==> src/rtl/boot_loader_pkg.sv <==
// Shared types and constants for the boot loader.
// BOOT_LOADER_CHECKSUM_EN adds the CHK state to the state encoding.
package boot_loader_pkg;

    typedef enum logic [2:0] {
        ST_LEN0  = 3'd0,
        ST_LEN1  = 3'd1,
        ST_DATA  = 3'd2,
        ST_WRITE = 3'd3,
`ifdef BOOT_LOADER_CHECKSUM_EN
        ST_CHK   = 3'd4,
`endif
        ST_RUN   = 3'd5,
        ST_ERROR = 3'd6
    } boot_state_t;

    localparam int LEN_BYTES      = 2;
    localparam int BYTES_PER_WORD = 4;

    // Byte address of word idx; wraps modulo 2^32.
    function automatic logic [31:0] word_addr(input logic [31:0] base, input logic [15:0] idx);
        return base + {14'd0, idx, 2'b00};
    endfunction

endpackage

==> src/rtl/boot_loader_if.sv <==
// Byte-stream, core-side and memory-side bus of the boot loader.
// master = loader view, slave = surrounding system view.
interface boot_loader_if;
    logic [7:0]  in_data;
    logic        in_valid;
    logic        in_ready;
    logic [31:0] cpu_addr;
    logic        cpu_we;
    logic [31:0] cpu_wdata;
    logic [31:0] mem_addr;
    logic        mem_we;
    logic [31:0] mem_wdata;

    modport master (
        input  in_data, in_valid, cpu_addr, cpu_we, cpu_wdata,
        output in_ready, mem_addr, mem_we, mem_wdata
    );

    modport slave (
        output in_data, in_valid, cpu_addr, cpu_we, cpu_wdata,
        input  in_ready, mem_addr, mem_we, mem_wdata
    );
endinterface

==> src/rtl/byte_packer.sv <==
// Packs accepted bytes into a little-endian 32-bit word; word_done marks
// the strobe that delivers the last lane.
module byte_packer
    import boot_loader_pkg::*;
(
    input  logic        clk,
    input  logic        reset,
    input  logic [7:0]  byte_in,
    input  logic        strobe,
    input  logic        clear,
    output logic [31:0] word,
    output logic        word_done
);

    localparam logic [1:0] BC_LAST = 2'(BYTES_PER_WORD - 1);

    logic [1:0]  bc_r;
    logic [31:0] word_r;

    // Lane counter and word assembly register.
    always_ff @(posedge clk) begin
        if (reset) begin
            bc_r   <= 2'd0;
            word_r <= 32'd0;
        end else if (clear) begin
            bc_r   <= 2'd0;
        end else if (strobe) begin
            word_r[{bc_r, 3'b000} +: 8] <= byte_in;
            bc_r                        <= bc_r + 2'd1;
        end
    end

    // Completion pulse on the strobe that fills the top lane.
    always_comb begin
        word_done = 1'b0;
        if (strobe && !clear && (bc_r == BC_LAST)) begin
            word_done = 1'b1;
        end else begin
            word_done = 1'b0;
        end
    end

    assign word = word_r;

endmodule

==> src/rtl/boot_loader_ctrl.sv <==
// Boot loader: streams an image into memory, then releases the core and
// hands it the memory port. Optional checksum via BOOT_LOADER_CHECKSUM_EN.
module boot_loader_ctrl
    import boot_loader_pkg::*;
#(
    parameter logic [31:0] BASE_ADDR = 32'h0000_0000,
    parameter int          MAX_WORDS = 1024
) (
    input  logic              clk,
    input  logic              reset,
    boot_loader_if.master     bus,
    output logic              core_reset,
    output logic              loaded,
    output logic              error
);

    localparam logic [16:0] MAX_WORDS_W = 17'(MAX_WORDS);
`ifdef BOOT_LOADER_CHECKSUM_EN
    localparam boot_state_t DONE_STATE = ST_CHK;
`else
    localparam boot_state_t DONE_STATE = ST_RUN;
`endif

    boot_state_t state_r, next_state_s;
    logic [15:0] n_r;
    logic [15:0] idx_r;
    logic [15:0] len_s;
    logic [31:0] word_s;
    logic        word_done_s;
    logic        accept_s;
    logic        ready_s;
    logic        we_s;
    logic        core_rst_s;
    logic        loaded_s;
    logic        error_s;
    logic [31:0] addr_s;
    logic [31:0] wdata_s;
`ifdef BOOT_LOADER_CHECKSUM_EN
    logic [7:0]  acc_r;
    logic [7:0]  sum_s;
    assign sum_s = acc_r + bus.in_data;
`endif

    assign accept_s = bus.in_valid && bus.in_ready;
    assign len_s    = {bus.in_data, n_r[7:0]};

    byte_packer u_packer (
        .clk       (clk),
        .reset     (reset),
        .byte_in   (bus.in_data),
        .strobe    (accept_s && (state_r == ST_DATA)),
        .clear     ((state_r != ST_DATA) && (state_r != ST_WRITE)),
        .word      (word_s),
        .word_done (word_done_s)
    );

    // State, length, word index and checksum accumulator.
    always_ff @(posedge clk) begin
        if (reset) begin
            state_r <= ST_LEN0;
            n_r     <= 16'd0;
            idx_r   <= 16'd0;
`ifdef BOOT_LOADER_CHECKSUM_EN
            acc_r   <= 8'd0;
`endif
        end else begin
            state_r <= next_state_s;
            if (accept_s && (state_r == ST_LEN0)) begin
                n_r[7:0] <= bus.in_data;
            end else if (accept_s && (state_r == ST_LEN1)) begin
                n_r[15:8] <= bus.in_data;
            end
            if (state_r == ST_WRITE) begin
                idx_r <= idx_r + 16'd1;
            end
`ifdef BOOT_LOADER_CHECKSUM_EN
            if (accept_s) begin
                acc_r <= sum_s;
            end
`endif
        end
    end

    // Next-state logic.
    always_comb begin
        next_state_s = state_r;
        case (state_r)
            ST_LEN0: begin
                if (accept_s) next_state_s = ST_LEN1;
                else          next_state_s = ST_LEN0;
            end
            ST_LEN1: begin
                if (!accept_s)                        next_state_s = ST_LEN1;
                else if ({1'b0, len_s} > MAX_WORDS_W) next_state_s = ST_ERROR;
                else if (len_s == 16'd0)              next_state_s = DONE_STATE;
                else                                  next_state_s = ST_DATA;
            end
            ST_DATA: begin
                if (word_done_s) next_state_s = ST_WRITE;
                else             next_state_s = ST_DATA;
            end
            ST_WRITE: begin
                if (({1'b0, idx_r} + 17'd1) == {1'b0, n_r}) next_state_s = DONE_STATE;
                else                                        next_state_s = ST_DATA;
            end
`ifdef BOOT_LOADER_CHECKSUM_EN
            ST_CHK: begin
                if (!accept_s)           next_state_s = ST_CHK;
                else if (sum_s == 8'h00) next_state_s = ST_RUN;
                else                     next_state_s = ST_ERROR;
            end
`endif
            ST_RUN:   next_state_s = ST_RUN;
            ST_ERROR: next_state_s = ST_ERROR;
            default:  next_state_s = ST_ERROR;
        endcase
    end

    // Output decode; the port belongs to the core only in RUN.
    always_comb begin
        ready_s    = 1'b0;
        we_s       = 1'b0;
        core_rst_s = 1'b1;
        loaded_s   = 1'b0;
        error_s    = 1'b0;
        addr_s     = word_addr(BASE_ADDR, idx_r);
        wdata_s    = word_s;
        case (state_r)
            ST_LEN0, ST_LEN1, ST_DATA: ready_s = 1'b1;
`ifdef BOOT_LOADER_CHECKSUM_EN
            ST_CHK:   ready_s = 1'b1;
`endif
            ST_WRITE: we_s = 1'b1;
            ST_RUN: begin
                core_rst_s = 1'b0;
                loaded_s   = 1'b1;
                addr_s     = bus.cpu_addr;
                we_s       = bus.cpu_we;
                wdata_s    = bus.cpu_wdata;
            end
            ST_ERROR: error_s = 1'b1;
            default:  error_s = 1'b1;
        endcase
    end

    // Reset overrides the decode so the core is held from the first cycle.
    assign bus.in_ready  = ready_s && !reset;
    assign bus.mem_we    = we_s && !reset;
    assign bus.mem_addr  = addr_s;
    assign bus.mem_wdata = wdata_s;
    assign core_reset    = core_rst_s || reset;
    assign loaded        = loaded_s && !reset;
    assign error         = error_s && !reset;

endmodule

==> src/flat_wrapper.sv <==
// flat-port wrapper written by rule: the top's interface ports become plain ports
module boot_loader_ctrl_flat import boot_loader_pkg::*;
#(
    parameter logic [31:0] BASE_ADDR = 32'h0000_0000,
    parameter int          MAX_WORDS = 1024
)
  (clk, reset, core_reset, loaded, error, bus_in_data, bus_in_valid, bus_cpu_addr, bus_cpu_we, bus_cpu_wdata, bus_in_ready, bus_mem_addr, bus_mem_we, bus_mem_wdata);
  boot_loader_if bus_i ();
  input  logic clk;
  input  logic reset;
  output logic core_reset;
  output logic loaded;
  output logic error;
  input wire logic [$bits(bus_i.in_data)-1:0] bus_in_data;
  input wire logic [$bits(bus_i.in_valid)-1:0] bus_in_valid;
  input wire logic [$bits(bus_i.cpu_addr)-1:0] bus_cpu_addr;
  input wire logic [$bits(bus_i.cpu_we)-1:0] bus_cpu_we;
  input wire logic [$bits(bus_i.cpu_wdata)-1:0] bus_cpu_wdata;
  output wire logic [$bits(bus_i.in_ready)-1:0] bus_in_ready;
  output wire logic [$bits(bus_i.mem_addr)-1:0] bus_mem_addr;
  output wire logic [$bits(bus_i.mem_we)-1:0] bus_mem_we;
  output wire logic [$bits(bus_i.mem_wdata)-1:0] bus_mem_wdata;
  assign bus_i.in_data = bus_in_data;
  assign bus_i.in_valid = bus_in_valid;
  assign bus_i.cpu_addr = bus_cpu_addr;
  assign bus_i.cpu_we = bus_cpu_we;
  assign bus_i.cpu_wdata = bus_cpu_wdata;
  assign bus_in_ready = bus_i.in_ready;
  assign bus_mem_addr = bus_i.mem_addr;
  assign bus_mem_we = bus_i.mem_we;
  assign bus_mem_wdata = bus_i.mem_wdata;
  boot_loader_ctrl #(.BASE_ADDR(BASE_ADDR), .MAX_WORDS(MAX_WORDS)) u_core (.clk(clk), .reset(reset), .bus(bus_i), .core_reset(core_reset), .loaded(loaded), .error(error));
endmodule
==> config.mk <==
export PLATFORM = sky130hd
export DESIGN_NAME = boot_loader_ctrl_flat
export DESIGN_NICKNAME = d
export VERILOG_FILES = /design/src/rtl/boot_loader_pkg.sv /design/src/rtl/boot_loader_if.sv /design/src/rtl/byte_packer.sv /design/src/rtl/boot_loader_ctrl.sv /design/src/flat_wrapper.sv
export SDC_FILE = /design/constraint.sdc
export NUM_CORES = 1
export LEC_CHECK = 0
export BUFFER_PORTS_ARGS = -buffer_cell sky130_fd_sc_hd__buf_4
export CAP_MARGIN = 20
export CELL_PAD_IN_SITES_DETAIL_PLACEMENT = 1
export CELL_PAD_IN_SITES_GLOBAL_PLACEMENT = 2
export CORE_MARGIN = 2
export CORE_UTILIZATION = 29
export CTS_CLUSTER_SIZE = 16
export DETAILED_ROUTE_END_ITERATION = 10
export GPL_TIMING_DRIVEN = 0
export PLACE_DENSITY_LB_ADDON = 0.1
export SKIP_CTS_REPAIR_TIMING = 1
export SYNTH_ARGS = -nofsm -noshare
export SYNTH_HDL_FRONTEND = slang
export SYNTH_SLANG_ARGS = --single-unit
==> constraint.sdc <==
create_clock -name clk -period 4.45 [get_ports clk]
set_input_delay 0 -clock clk [delete_from_list [all_inputs] [get_ports clk]]
set_output_delay 0 -clock clk [all_outputs]
set_load 0.02 [all_outputs]
==> impl_metrics.csv <==
group,metric,value,unit
logic_synthesis,ys_seq_elements,69,
setup_path,cp.arrival,2.75,ns
drt,ant_nets,0,
final_layout,drive_gt1_share,23.8,%
place,dp_hpwl,10600,um
floorplan,num_io_pins,145,
final_layout,diodes,0,
timing,slew_violations,0,
logic_synthesis,ys_types,45,
drt,via_count,4390,
pwr,switchingPower,0.348,mW
pwr,sequentialPowerShare,44.6,%
pwr,pwr_density_cell,254,mW/mm^2
pwr,clkPwrFrac,45.3,%
drt,routedWlPerCell,15.4,um
clock_tree,cts_tree,"built",
final_layout,layout.nets,805,
final_layout,final_cells,908,
drt,wl_met1,6180,um
global_routing,grt-ovfl-total,0,
drt,route.met3.wl,432,um
logic_synthesis,async_flop_share,0,%
clock_tree,htree_levels,3,
timing,slew_headroom,34.3,%
global_routing,grt_max_degree,11,
setup_path,cp.required,4.68,ns
drt,viasPerCell,4.83,
drt,drt_iter0_markers,165,
pwr,p_leak,2.60,nW
drt,dr_wl_met2,7170,um
place,portBuffers,141,
setup_path,critPathCaptureType,"register",
floorplan,fp.dieArea,0.0149,mm^2
timing,timing.hold.ws,-0.00587,ns
timing,fin_crit_sh,56.5,%
timing,rsz0062_at_grt,"no",
logic_synthesis,yosysSeqAreaShare,34.1,%
status,violations,"hold timing",
place,placedCellCount,891,
setup_path,path_max_fanout,7,
timing,worst_pin_slew,0.983,ns
floorplan,die_h,122,um
pwr,swShare,24.5,%
logic_synthesis,syn_area,0.00405,mm^2
clock_tree,cts.sinks,69,
setup_path,crit_type,"reg2reg",
global_routing,grt_pass1_vias,4295,
final_layout,post-route-util,40.6,%
clock_tree,clkLatencyLatePin,0.34,ns
timing,hold_viol_final,1,
pwr,ir_drop,0.183,mV
pwr,p_int,1.07,mW
timing,fin_skew,0.00348,ns
clock_tree,path_clk_slew,0.06,ns
timing,setup_tns,0,ns
run,cap_violations,0,
global_routing,grt_pass1_wl,21700,um
logic_synthesis,ys_warn_count,0,
drt,wirelength,14000,um
timing,fin_crit,2.51,ns
floorplan,die_x,122,um
status,status,"complete, but fails checks",
final_layout,area_growth,38.2,%
global_routing,antenna_found_initial,0,
drt,route.detailed.drc,0,
floorplan,rows,43,
place,place_congestion,0.804,
logic_synthesis,synthesis.nets,652,
logic_synthesis,synth_top_flop_cell,"dfxtp_1",
setup_path,start_kind,"register",
clock_tree,clk_root_buffer_cell,"clkbuf_16",
logic_synthesis,synth_edf_count,0,
logic_synthesis,netlist_instances,570,
logic_synthesis,avgSynthCellArea,7.11,um^2
timing,fmax,0.398,GHz
floorplan,core_region_area,0.0138,mm^2
timing,setup_viol,0,
pwr,power_frac_comb,10.1,%
clock_tree,clockBufferDepth,2,
drt,drt_first_pass_iters,4,
drt,topRoutingLayerUsed,"met4",
worst_hold_path,hp-class,"in2reg",
global_routing,grt_usage,18.8,%
clock_tree,cts_buffers,9,
floorplan,start_util,29.4,%
## worst max-delay path, cell delays in order, from the launching register on
cell	delay (ns)
dfxtp_1	0.46
ha_1	0.33
and3_4	0.24
nand4_1	0.10
a211o_2	0.35
a2111o_1	0.29
a2111o_1	0.44
and3b_1	0.20
## layout make-up
class,instances,area (um^2)
sequential,69,1380
clock buffer,14,244
buffer,41,175
inverter,6,22.5
clock inverter,2,10.0
fill,1772,8180
tap,180,225
multi-input combinational,454,2470
timing repair buffer,142,1070
## power by group through the flow
stage / logic (mW) / clock network [mW] / registers [mW]
finish: 0.143 / 0.643 / 0.634
global route: 0.156 / 0.683 / 0.635
CTS: 0.144 / 0.660 / 0.634
detailed placement: 0.143 / 0 / 0.647
global placement: 0.140 / 0 / 0.647
floorplan: 0.0603 / 0 / 0.644
## cell families after synthesis
kind of cell	count (synthesis)	share of synthesized area [%]
buffers and inverters	47	4.88
muxes	20	4.94
xor gates and xnor gates	33	7.14
adders and majority gates	6	1.85
AOI/OAI and AO/OA	60	8.46
and+or+nand+nor	335	38.6
DFF	69	34.1
## cell usage after synthesis, types with 3 or more instances
| library cell | count | area, um^2 |
|---|---|---|
| nand4_1 | 7 | 43.8 |
| xor2_1 | 16 | 140 |
| and3b_1 | 3 | 26.3 |
| or3_1 | 5 | 31.3 |
| nor3b_1 | 4 | 30.0 |
| inv_1 | 6 | 22.5 |
| dfxtp_1 | 69 | 1380 |
| mux2i_1 | 20 | 200 |
| nand2_1 | 191 | 717 |
| nor2_1 | 37 | 139 |
| a21oi_1 | 38 | 190 |
| a31oi_1 | 4 | 25.0 |
| and2_1 | 8 | 50.1 |
| ha_1 | 6 | 75.1 |
| nor3_1 | 10 | 50.1 |
| buf_2 | 8 | 40.0 |
| clkbuf_1 | 28 | 105 |
| buf_1 | 3 | 11.3 |
| xnor2_1 | 17 | 149 |
| o21ai_0 | 9 | 45.0 |
| and3_1 | 16 | 100 |
| nand3_1 | 37 | 185 |
## metrics by stage
| stage | power (mW) | setup slack [ns] | area [um^2] |
|---|---|---|---|
| 2_1_floorplan | 0.705 | 2.19 | 4050 |
| 5_1_grt | 1.47 | 1.75 | 5600 |
| 3_5_place_dp | 0.791 | 1.93 | 5330 |
| 4_1_cts | 1.44 | 1.91 | 5590 |
| 3_3_place_gp | 0.787 | 1.93 | 5330 |
| 6_report | 1.42 | 1.94 | 5600 |
## state kept, by name (all words and copies together) (netlist names)
signal                count
u_core.idx_r             16
u_core.n_r               16
u_core.state_r            3
u_core.u_packer.bc_r      2
u_core.u_packer.word     32
## final timing paths
check,startpoint,slack [ns],end,depth (start not counted)
setup / recovery,u_core.idx_r[1],1.94,u_core.state_r[1],7
hold reg to reg,u_core.u_packer.word[23],0.45,u_core.u_packer.word[23],2
hold / removal,bus_in_data[4],-0.006,u_core.u_packer.word[4],3
setup reg to reg,u_core.idx_r[1],1.94,u_core.state_r[1],7
## cell usage in the layout (no fill, tap or decap), drive strengths merged, types with 4 or more instances in the layout
master and count:
buf 154, dfxtp 69, nand2 191, nand3 38, xnor2 17, ha 6, or3 5, a21oi 38
nor3 12, nor2 37, nand4 9, and2 8, clkbuf 42, xor2 16, a31oi 4, inv 6
nor3b 5, o21ai 9, mux2i 20, and3 17
## per-layer routing
layer  vias up  GRT usage, %
met4         0          5.03
met2        71          33.8
met5         -             0
met3         9          4.35
met1      2113          22.4
li1       2197             -
Note: power is estimated with default switching activity, not from simulation.
